[src/rtl/mem_stage_ctrl.sv]
// EX/MEM consumer: sequences the data-memory request/ready handshake, owns the
// architectural stack pointer and presents registered fields to MEM/WB.
module mem_stage_ctrl #(
    parameter int ADDR_W   = 11,
    parameter int MAX_WAIT = 15
) (
    input  logic              clk,
    input  logic              rst,
    input  logic              iRegWrite,
    input  logic              iMemOrReg,
    input  logic              iDestOrPrivate,
    input  logic              iSPOrALUres,
    input  logic              iMemWrite,
    input  logic              iMemRead,
    input  logic [3:0]        iRegDestAddress,
    input  logic [15:0]       iALUResult,
    input  logic [15:0]       iRegSrc,
    input  logic [1:0]        iSPOpeartion,
    output logic              mem_req,
    output logic              mem_we,
    output logic [ADDR_W-1:0] mem_addr,
    output logic [15:0]       mem_wdata,
    input  logic              mem_ready,
    input  logic [15:0]       mem_rdata,
    output logic              stall,
    output logic              oRegWrite,
    output logic              oMemOrReg,
    output logic              oDestOrPrivate,
    output logic              oValid,
    output logic [3:0]        oRegDestAddress,
    output logic [15:0]       oALUResult,
    output logic [15:0]       oMemData,
    output logic [15:0]       oSP,
    output logic              oMemErr
);
    localparam int                CNT_W   = $clog2(MAX_WAIT + 1);
    localparam logic [CNT_W-1:0]  CNT_MAX = CNT_W'(MAX_WAIT);
    localparam logic [CNT_W-1:0]  CNT_ONE = CNT_W'(1);
    localparam logic [ADDR_W-1:0] SP_ONE  = ADDR_W'(1);

    typedef enum logic {IDLE, BUSY} state_t;

    state_t            state_q, state_d;
    logic [CNT_W-1:0]  cnt_q, cnt_d;
    logic [ADDR_W-1:0] sp_q, sp_d;
    logic              req_q, req_d;
    logic              we_q, we_d;
    logic [ADDR_W-1:0] addr_q, addr_d;
    logic [15:0]       wdata_q, wdata_d;

    // Copies of the EX/MEM fields taken when an access is issued.
    logic              h_regwrite_q, h_regwrite_d;
    logic              h_memorreg_q, h_memorreg_d;
    logic              h_destpriv_q, h_destpriv_d;
    logic [3:0]        h_dest_q, h_dest_d;
    logic [15:0]       h_alu_q, h_alu_d;
    logic [1:0]        h_spop_q, h_spop_d;

    logic              o_regwrite_q, o_regwrite_d;
    logic              o_memorreg_q, o_memorreg_d;
    logic              o_destpriv_q, o_destpriv_d;
    logic              o_valid_q, o_valid_d;
    logic [3:0]        o_dest_q, o_dest_d;
    logic [15:0]       o_alu_q, o_alu_d;
    logic [15:0]       o_memdata_q, o_memdata_d;
    logic              err_q, err_d;

    logic              acc;
    logic [ADDR_W-1:0] sel_addr;

    function automatic logic [ADDR_W-1:0] sp_apply(input logic [ADDR_W-1:0] sp,
                                                   input logic [1:0]        op);
        case (op)
            2'b01:   return sp - SP_ONE;
            2'b10:   return sp + SP_ONE;
            default: return sp;
        endcase
    endfunction

    assign acc      = iMemRead | iMemWrite;
    // A pop reads the slot just above the current top of stack.
    assign sel_addr = !iSPOrALUres            ? iALUResult[ADDR_W-1:0] :
                      (iSPOpeartion == 2'b10) ? sp_q + SP_ONE          : sp_q;

    always_comb begin
        state_d      = state_q;
        cnt_d        = cnt_q;
        sp_d         = sp_q;
        req_d        = req_q;
        we_d         = we_q;
        addr_d       = addr_q;
        wdata_d      = wdata_q;
        h_regwrite_d = h_regwrite_q;
        h_memorreg_d = h_memorreg_q;
        h_destpriv_d = h_destpriv_q;
        h_dest_d     = h_dest_q;
        h_alu_d      = h_alu_q;
        h_spop_d     = h_spop_q;
        o_regwrite_d = o_regwrite_q;
        o_memorreg_d = o_memorreg_q;
        o_destpriv_d = o_destpriv_q;
        o_valid_d    = o_valid_q;
        o_dest_d     = o_dest_q;
        o_alu_d      = o_alu_q;
        o_memdata_d  = o_memdata_q;
        err_d        = err_q;
        stall        = 1'b0;

        case (state_q)
            IDLE: begin
                if (acc) begin
                    stall        = 1'b1;
                    req_d        = 1'b1;
                    we_d         = iMemWrite;
                    addr_d       = sel_addr;
                    wdata_d      = iRegSrc;
                    cnt_d        = '0;
                    h_regwrite_d = iRegWrite;
                    h_memorreg_d = iMemOrReg;
                    h_destpriv_d = iDestOrPrivate;
                    h_dest_d     = iRegDestAddress;
                    h_alu_d      = iALUResult;
                    h_spop_d     = iSPOpeartion;
                    o_valid_d    = 1'b0;
                    o_regwrite_d = 1'b0;
                    state_d      = BUSY;
                end else begin
                    o_regwrite_d = iRegWrite;
                    o_memorreg_d = iMemOrReg;
                    o_destpriv_d = iDestOrPrivate;
                    o_dest_d     = iRegDestAddress;
                    o_alu_d      = iALUResult;
                    o_memdata_d  = 16'h0000;
                    o_valid_d    = 1'b1;
                    sp_d         = sp_apply(sp_q, iSPOpeartion);
                end
            end
            BUSY: begin
                o_valid_d    = 1'b0;
                o_regwrite_d = 1'b0;
                if (mem_ready) begin
                    o_regwrite_d = h_regwrite_q;
                    o_memorreg_d = h_memorreg_q;
                    o_destpriv_d = h_destpriv_q;
                    o_dest_d     = h_dest_q;
                    o_alu_d      = h_alu_q;
                    o_memdata_d  = we_q ? 16'h0000 : mem_rdata;
                    o_valid_d    = 1'b1;
                    sp_d         = sp_apply(sp_q, h_spop_q);
                    req_d        = 1'b0;
                    state_d      = IDLE;
                end else if (cnt_q == CNT_MAX) begin
                    // Abort releases the pipe; the access is dropped without touching SP.
                    err_d   = 1'b1;
                    req_d   = 1'b0;
                    state_d = IDLE;
                end else begin
                    stall = 1'b1;
                    cnt_d = cnt_q + CNT_ONE;
                end
            end
            default: state_d = IDLE;
        endcase
    end

    always_ff @(posedge clk or negedge rst) begin
        if (!rst) begin
            state_q      <= IDLE;
            cnt_q        <= '0;
            sp_q         <= '1;
            req_q        <= 1'b0;
            we_q         <= 1'b0;
            addr_q       <= '0;
            wdata_q      <= '0;
            h_regwrite_q <= 1'b0;
            h_memorreg_q <= 1'b0;
            h_destpriv_q <= 1'b0;
            h_dest_q     <= '0;
            h_alu_q      <= '0;
            h_spop_q     <= '0;
            o_regwrite_q <= 1'b0;
            o_memorreg_q <= 1'b0;
            o_destpriv_q <= 1'b0;
            o_valid_q    <= 1'b0;
            o_dest_q     <= '0;
            o_alu_q      <= '0;
            o_memdata_q  <= '0;
            err_q        <= 1'b0;
        end else begin
            state_q      <= state_d;
            cnt_q        <= cnt_d;
            sp_q         <= sp_d;
            req_q        <= req_d;
            we_q         <= we_d;
            addr_q       <= addr_d;
            wdata_q      <= wdata_d;
            h_regwrite_q <= h_regwrite_d;
            h_memorreg_q <= h_memorreg_d;
            h_destpriv_q <= h_destpriv_d;
            h_dest_q     <= h_dest_d;
            h_alu_q      <= h_alu_d;
            h_spop_q     <= h_spop_d;
            o_regwrite_q <= o_regwrite_d;
            o_memorreg_q <= o_memorreg_d;
            o_destpriv_q <= o_destpriv_d;
            o_valid_q    <= o_valid_d;
            o_dest_q     <= o_dest_d;
            o_alu_q      <= o_alu_d;
            o_memdata_q  <= o_memdata_d;
            err_q        <= err_d;
        end
    end

    assign mem_req         = req_q;
    assign mem_we          = we_q;
    assign mem_addr        = addr_q;
    assign mem_wdata       = wdata_q;
    assign oRegWrite       = o_regwrite_q;
    assign oMemOrReg       = o_memorreg_q;
    assign oDestOrPrivate  = o_destpriv_q;
    assign oValid          = o_valid_q;
    assign oRegDestAddress = o_dest_q;
    assign oALUResult      = o_alu_q;
    assign oMemData        = o_memdata_q;
    assign oSP             = 16'(sp_q);
    assign oMemErr         = err_q;

endmodule

[config.mk]
export PLATFORM = sky130hd
export DESIGN_NAME = mem_stage_ctrl
export DESIGN_NICKNAME = d
export VERILOG_FILES = /design/src/rtl/mem_stage_ctrl.sv
export SDC_FILE = /design/constraint.sdc
export NUM_CORES = 1
export LEC_CHECK = 0
export ABC_AREA = 1
export BUFFER_PORTS_ARGS = -buffer_cell sky130_fd_sc_hd__buf_2
export CORE_UTILIZATION = 52
export CTS_CLUSTER_SIZE = 20
export DETAILED_ROUTE_END_ITERATION = 7
export PLACE_DENSITY = 0.86
export SYNTH_ARGS = -nofsm -noshare
export SYNTH_HDL_FRONTEND = slang
export SYNTH_SLANG_ARGS = --single-unit
[constraint.sdc]
create_clock -name clk -period 2.5 [get_ports clk]
set_clock_uncertainty 0.2 [all_clocks]
set_input_delay 0.5 -clock clk [delete_from_list [all_inputs] [get_ports clk]]
set_output_delay 0.5 -clock clk [all_outputs]
set_load 0.01 [all_outputs]
==> key figures <==
Global routing
  – GRT overflow: 0
  – Vias in the first global route: 4,411
  – First-pass GRT wire length: 20,300 um
  – All-Layer GR Usage: 0.252
  – Initial antenna violation count: 0
  – Largest net degree at the start of global routing: 55

Drt
  – ANT nets after route: 0
  – Drt pass-1 iters: 4
  – Avg WL per Cell: 14.3 um
  – Initial DRC Count: 204
  – Vias: 4,864
  – Final WL: 13,100 um
  – Mean number of vias per cell: 5.31
  – Residual DRC: 0

Yosys
  – Seq/Total Area, Yosys: 0.530
  – Synthesized area: 5260 sq um
  – Avg Inst Size Synth: 8.16 sq um
  – Number of synthesized register bits: 111
  – Cell count after synthesis: 645
  – Yosys warnings: 0
  – Synth cell types: 36

Floorplanning
  – I/O pins: 150
  – Die W: 103 um
  – Core Area: 9770 sq um
  – Std-Cell Rows: 36
  – Die Span Y: 103 um
  – Effective utilization at floorplan: 0.539
  – Die area: 10,500 sq um

Final layout
  – Fin nets: 846
  – Share of layout cells above drive strength 1: 0.248
  – Post-route core utilization: 0.640
  – # diodes: 0
  – Synth-to-layout area growth: 18.8%

Placement
  – Pre-CTS WS: 0.0734 ns
  – Number of buffers added on ports: 144
  – Dpl hpwl: 9510 um
  – Gpl congestion: 0.935

Clock tree
  – Clk root buf: clkbuf_8
  – CTS sink cnt: 111
  – Num CTS Buffers: 9
  – Setup bufs post-CTS: 0
  – H-tree Lvls: 3
  – Clk_lat worst skew: 0.37 ns
  – CTS Buffer Depth: 2
  – CTS tree: built
  – Clk pin slew, worst setup/hold paths: 0.10 ns

Setup path
  – CP startpoint kind: register
  – Kind of critical path: register to primary output
  – WP data required: 1.80 ns
  – Crit path capture type: primary output
  – Worst EP arrival: 1.63 ns
  – Flop2flop setup slack: 0.26 ns
  – FF-to-FF Start: state_q
  – CP max FO: 7
  – Worst Reg2Reg Path Length in Cells: 6
  – Reg2reg end: mem_addr[10]

Timing
  – Pins Over Slew Limit: 0
  – Final Critical Period: 2.33 ns
  – Period utilisation layout: 0.932
  – Final Setup Violations: 0
  – Setup TNS Final: 0 ns
  – Fmax: 429 MHz
  – RSZ-0062 raised after global routing: false
  – Slew margin rel.: 0.650
  – Final hold vios: 0
  – Final hold slack: 0.117 ns
  – Slew @ Worst Pin: 0.525 ns
  – Final setup margin: 0.170 ns

Min path
  – Min-Delay Path Class: input port to register
  – Endpoint, Worst Hold: mem_wdata[3]
  – Hold path depth: 3
  – Hold Crit Start: iRegSrc[3]

Pwr
  – Leak: 3.31 nW
  – Pint: 3.99 mW
  – Pwr Density: 1090 nW/um^2
  – Switch Pwr: 2.85 mW
  – Worst vdd ir: 521 uV
  – Overall power: 6.84 mW
  – Clock power frac: 0.146
  – Sequential share of power: 0.447
  – Logic pwr share: 0.407
  – Net Sw Frac: 0.417

Status
  – Outcome: finished clean

Job
  – Max-Cap Viols: 0
==> sequential cells by signal (all words and copies together) (netlist names), 2 cells and up <==
| register | flops |
|---|---|
| h_alu_q | 16 |
| mem_wdata | 16 |
| oALUResult | 16 |
| oMemData | 16 |
| mem_addr | 11 |
| sp_q | 11 |
| cnt_q | 4 |
| h_dest_q | 4 |
| oRegDestAddress | 4 |
| h_spop_q | 2 |
==> cell usage in the layout (no fill, tap or decap), types with 7 or more instances in the layout <==
| master | netlist | final |
|---|---|---|
| nand2_1 | 263 | 262 |
| buf_2 | 16 | 143 |
| dfrtp_1 | 100 | 100 |
| nand3_1 | 56 | 56 |
| nor2_1 | 41 | 41 |
| inv_1 | 23 | 23 |
| a31oi_1 | 22 | 22 |
| a21oi_1 | 18 | 18 |
| o21ai_0 | 14 | 14 |
| dfstp_2 | 11 | 11 |
| clkbuf_8 | 0 | 10 |
| buf_4 | 7 | 10 |
| o211ai_1 | 8 | 8 |
| xor2_1 | 7 | 7 |
==> cell usage after synthesis, drive strengths merged <==
library cell / count / share of area
nand2: 268 / 0.20
dfrtp: 100 / 0.48
nand3: 56 / 0.053
nor2: 49 / 0.042
buf: 26 / 0.030
inv: 25 / 0.018
a31oi: 22 / 0.026
a21oi: 18 / 0.017
o21ai: 18 / 0.017
dfstp: 11 / 0.055
clkbuf: 10 / 0.0071
o211ai: 8 / 0.011
xor2: 7 / 0.012
ha: 4 / 0.0095
nor3: 4 / 0.0038
nand3b: 3 / 0.0043
a22o: 2 / 0.0033
and3: 2 / 0.0024
clkinv: 2 / 0.0014
nand4: 2 / 0.0024
o221ai: 2 / 0.0033
xnor2: 2 / 0.0033
a32o: 1 / 0.0019
conb: 1 / 0.00071
o21a: 1 / 0.0014
o31ai: 1 / 0.0014
==> logic make-up after synthesis <==
kind of cell / synth area share
adders and majority gates: 0.00951
DFF: 0.530
other: 0.000712
AOI/OAI and AO/OA: 0.0832
and+or+nand+nor: 0.305
buffers and inverters: 0.0566
xor gates and xnor gates: 0.0150
==> power groups by stage <==
stage          Combinational (mW)  Clock [mW]  Sequential, mW
2_1_floorplan                1.57           0            3.23
3_3_place_gp                 2.70           0            3.05
3_5_place_dp                 2.79           0            3.08
4_1_cts                      2.79        1.02            3.05
5_1_grt                      3.13        1.09            3.14
6_report                     2.78        1.00            3.05
==> through the flow <==
step,instance area [sq um],cells
2_1_floorplan,5280,649
3_3_place_gp,6060,900
3_5_place_dp,6060,900
4_1_cts,6250,916
5_1_grt,6250,916
6_report,6250,916
==> critical path: stages (launching register included) <==
cell     delay [ns]
dfrtp_1        0.43
ha_1           0.24
nand3_1        0.10
nand2_1        0.15
nand2_2        0.17
buf_2          0.16
==> area by class of cell <==
type | instances | area, sq um
fillers | 857 | 3520
flip-flops and latches | 111 | 2790
multi-input cells | 475 | 2200
repair buffers | 155 | 821
well taps | 133 | 166
clock buffers | 12 | 145
inverters | 27 | 101
clock inverters | 3 | 28.8
==> worst max path at each step <==
stage          slack (ns)       from  cells past startpoint           end
2_1_floorplan        0.70    sp_q[0]                      8   mem_addr[6]
3_3_place_gp         0.21  iMemWrite                      8  mem_addr[10]
3_5_place_dp         0.07  iMemWrite                      8  mem_addr[10]
4_1_cts               0.1    state_q                      4         stall
5_1_grt              0.05   cnt_q[0]                      5         stall
6_report             0.17   cnt_q[0]                      5         stall
==> metal layers <==
layer | vias up | part of all wire | track usage
met3 | 24 | 0.062 | 0.0447
met4 | 0 | 0.022 | 0.115
met2 | 176 | 0.47 | 0.409
li1 | 2341 | - | -
met5 | - | 0 | 0
met1 | 2323 | 0.44 | 0.331
==> what timing repair did <==
item / 4_1_cts / 5_1_grt
resized for setup: 0 / 1
endpoints found under the setup margin: 0 / 1
endpoints found under the hold margin: 25 / 0
hold buffers: 1 / 0
(Power assumes the default switching activity.)
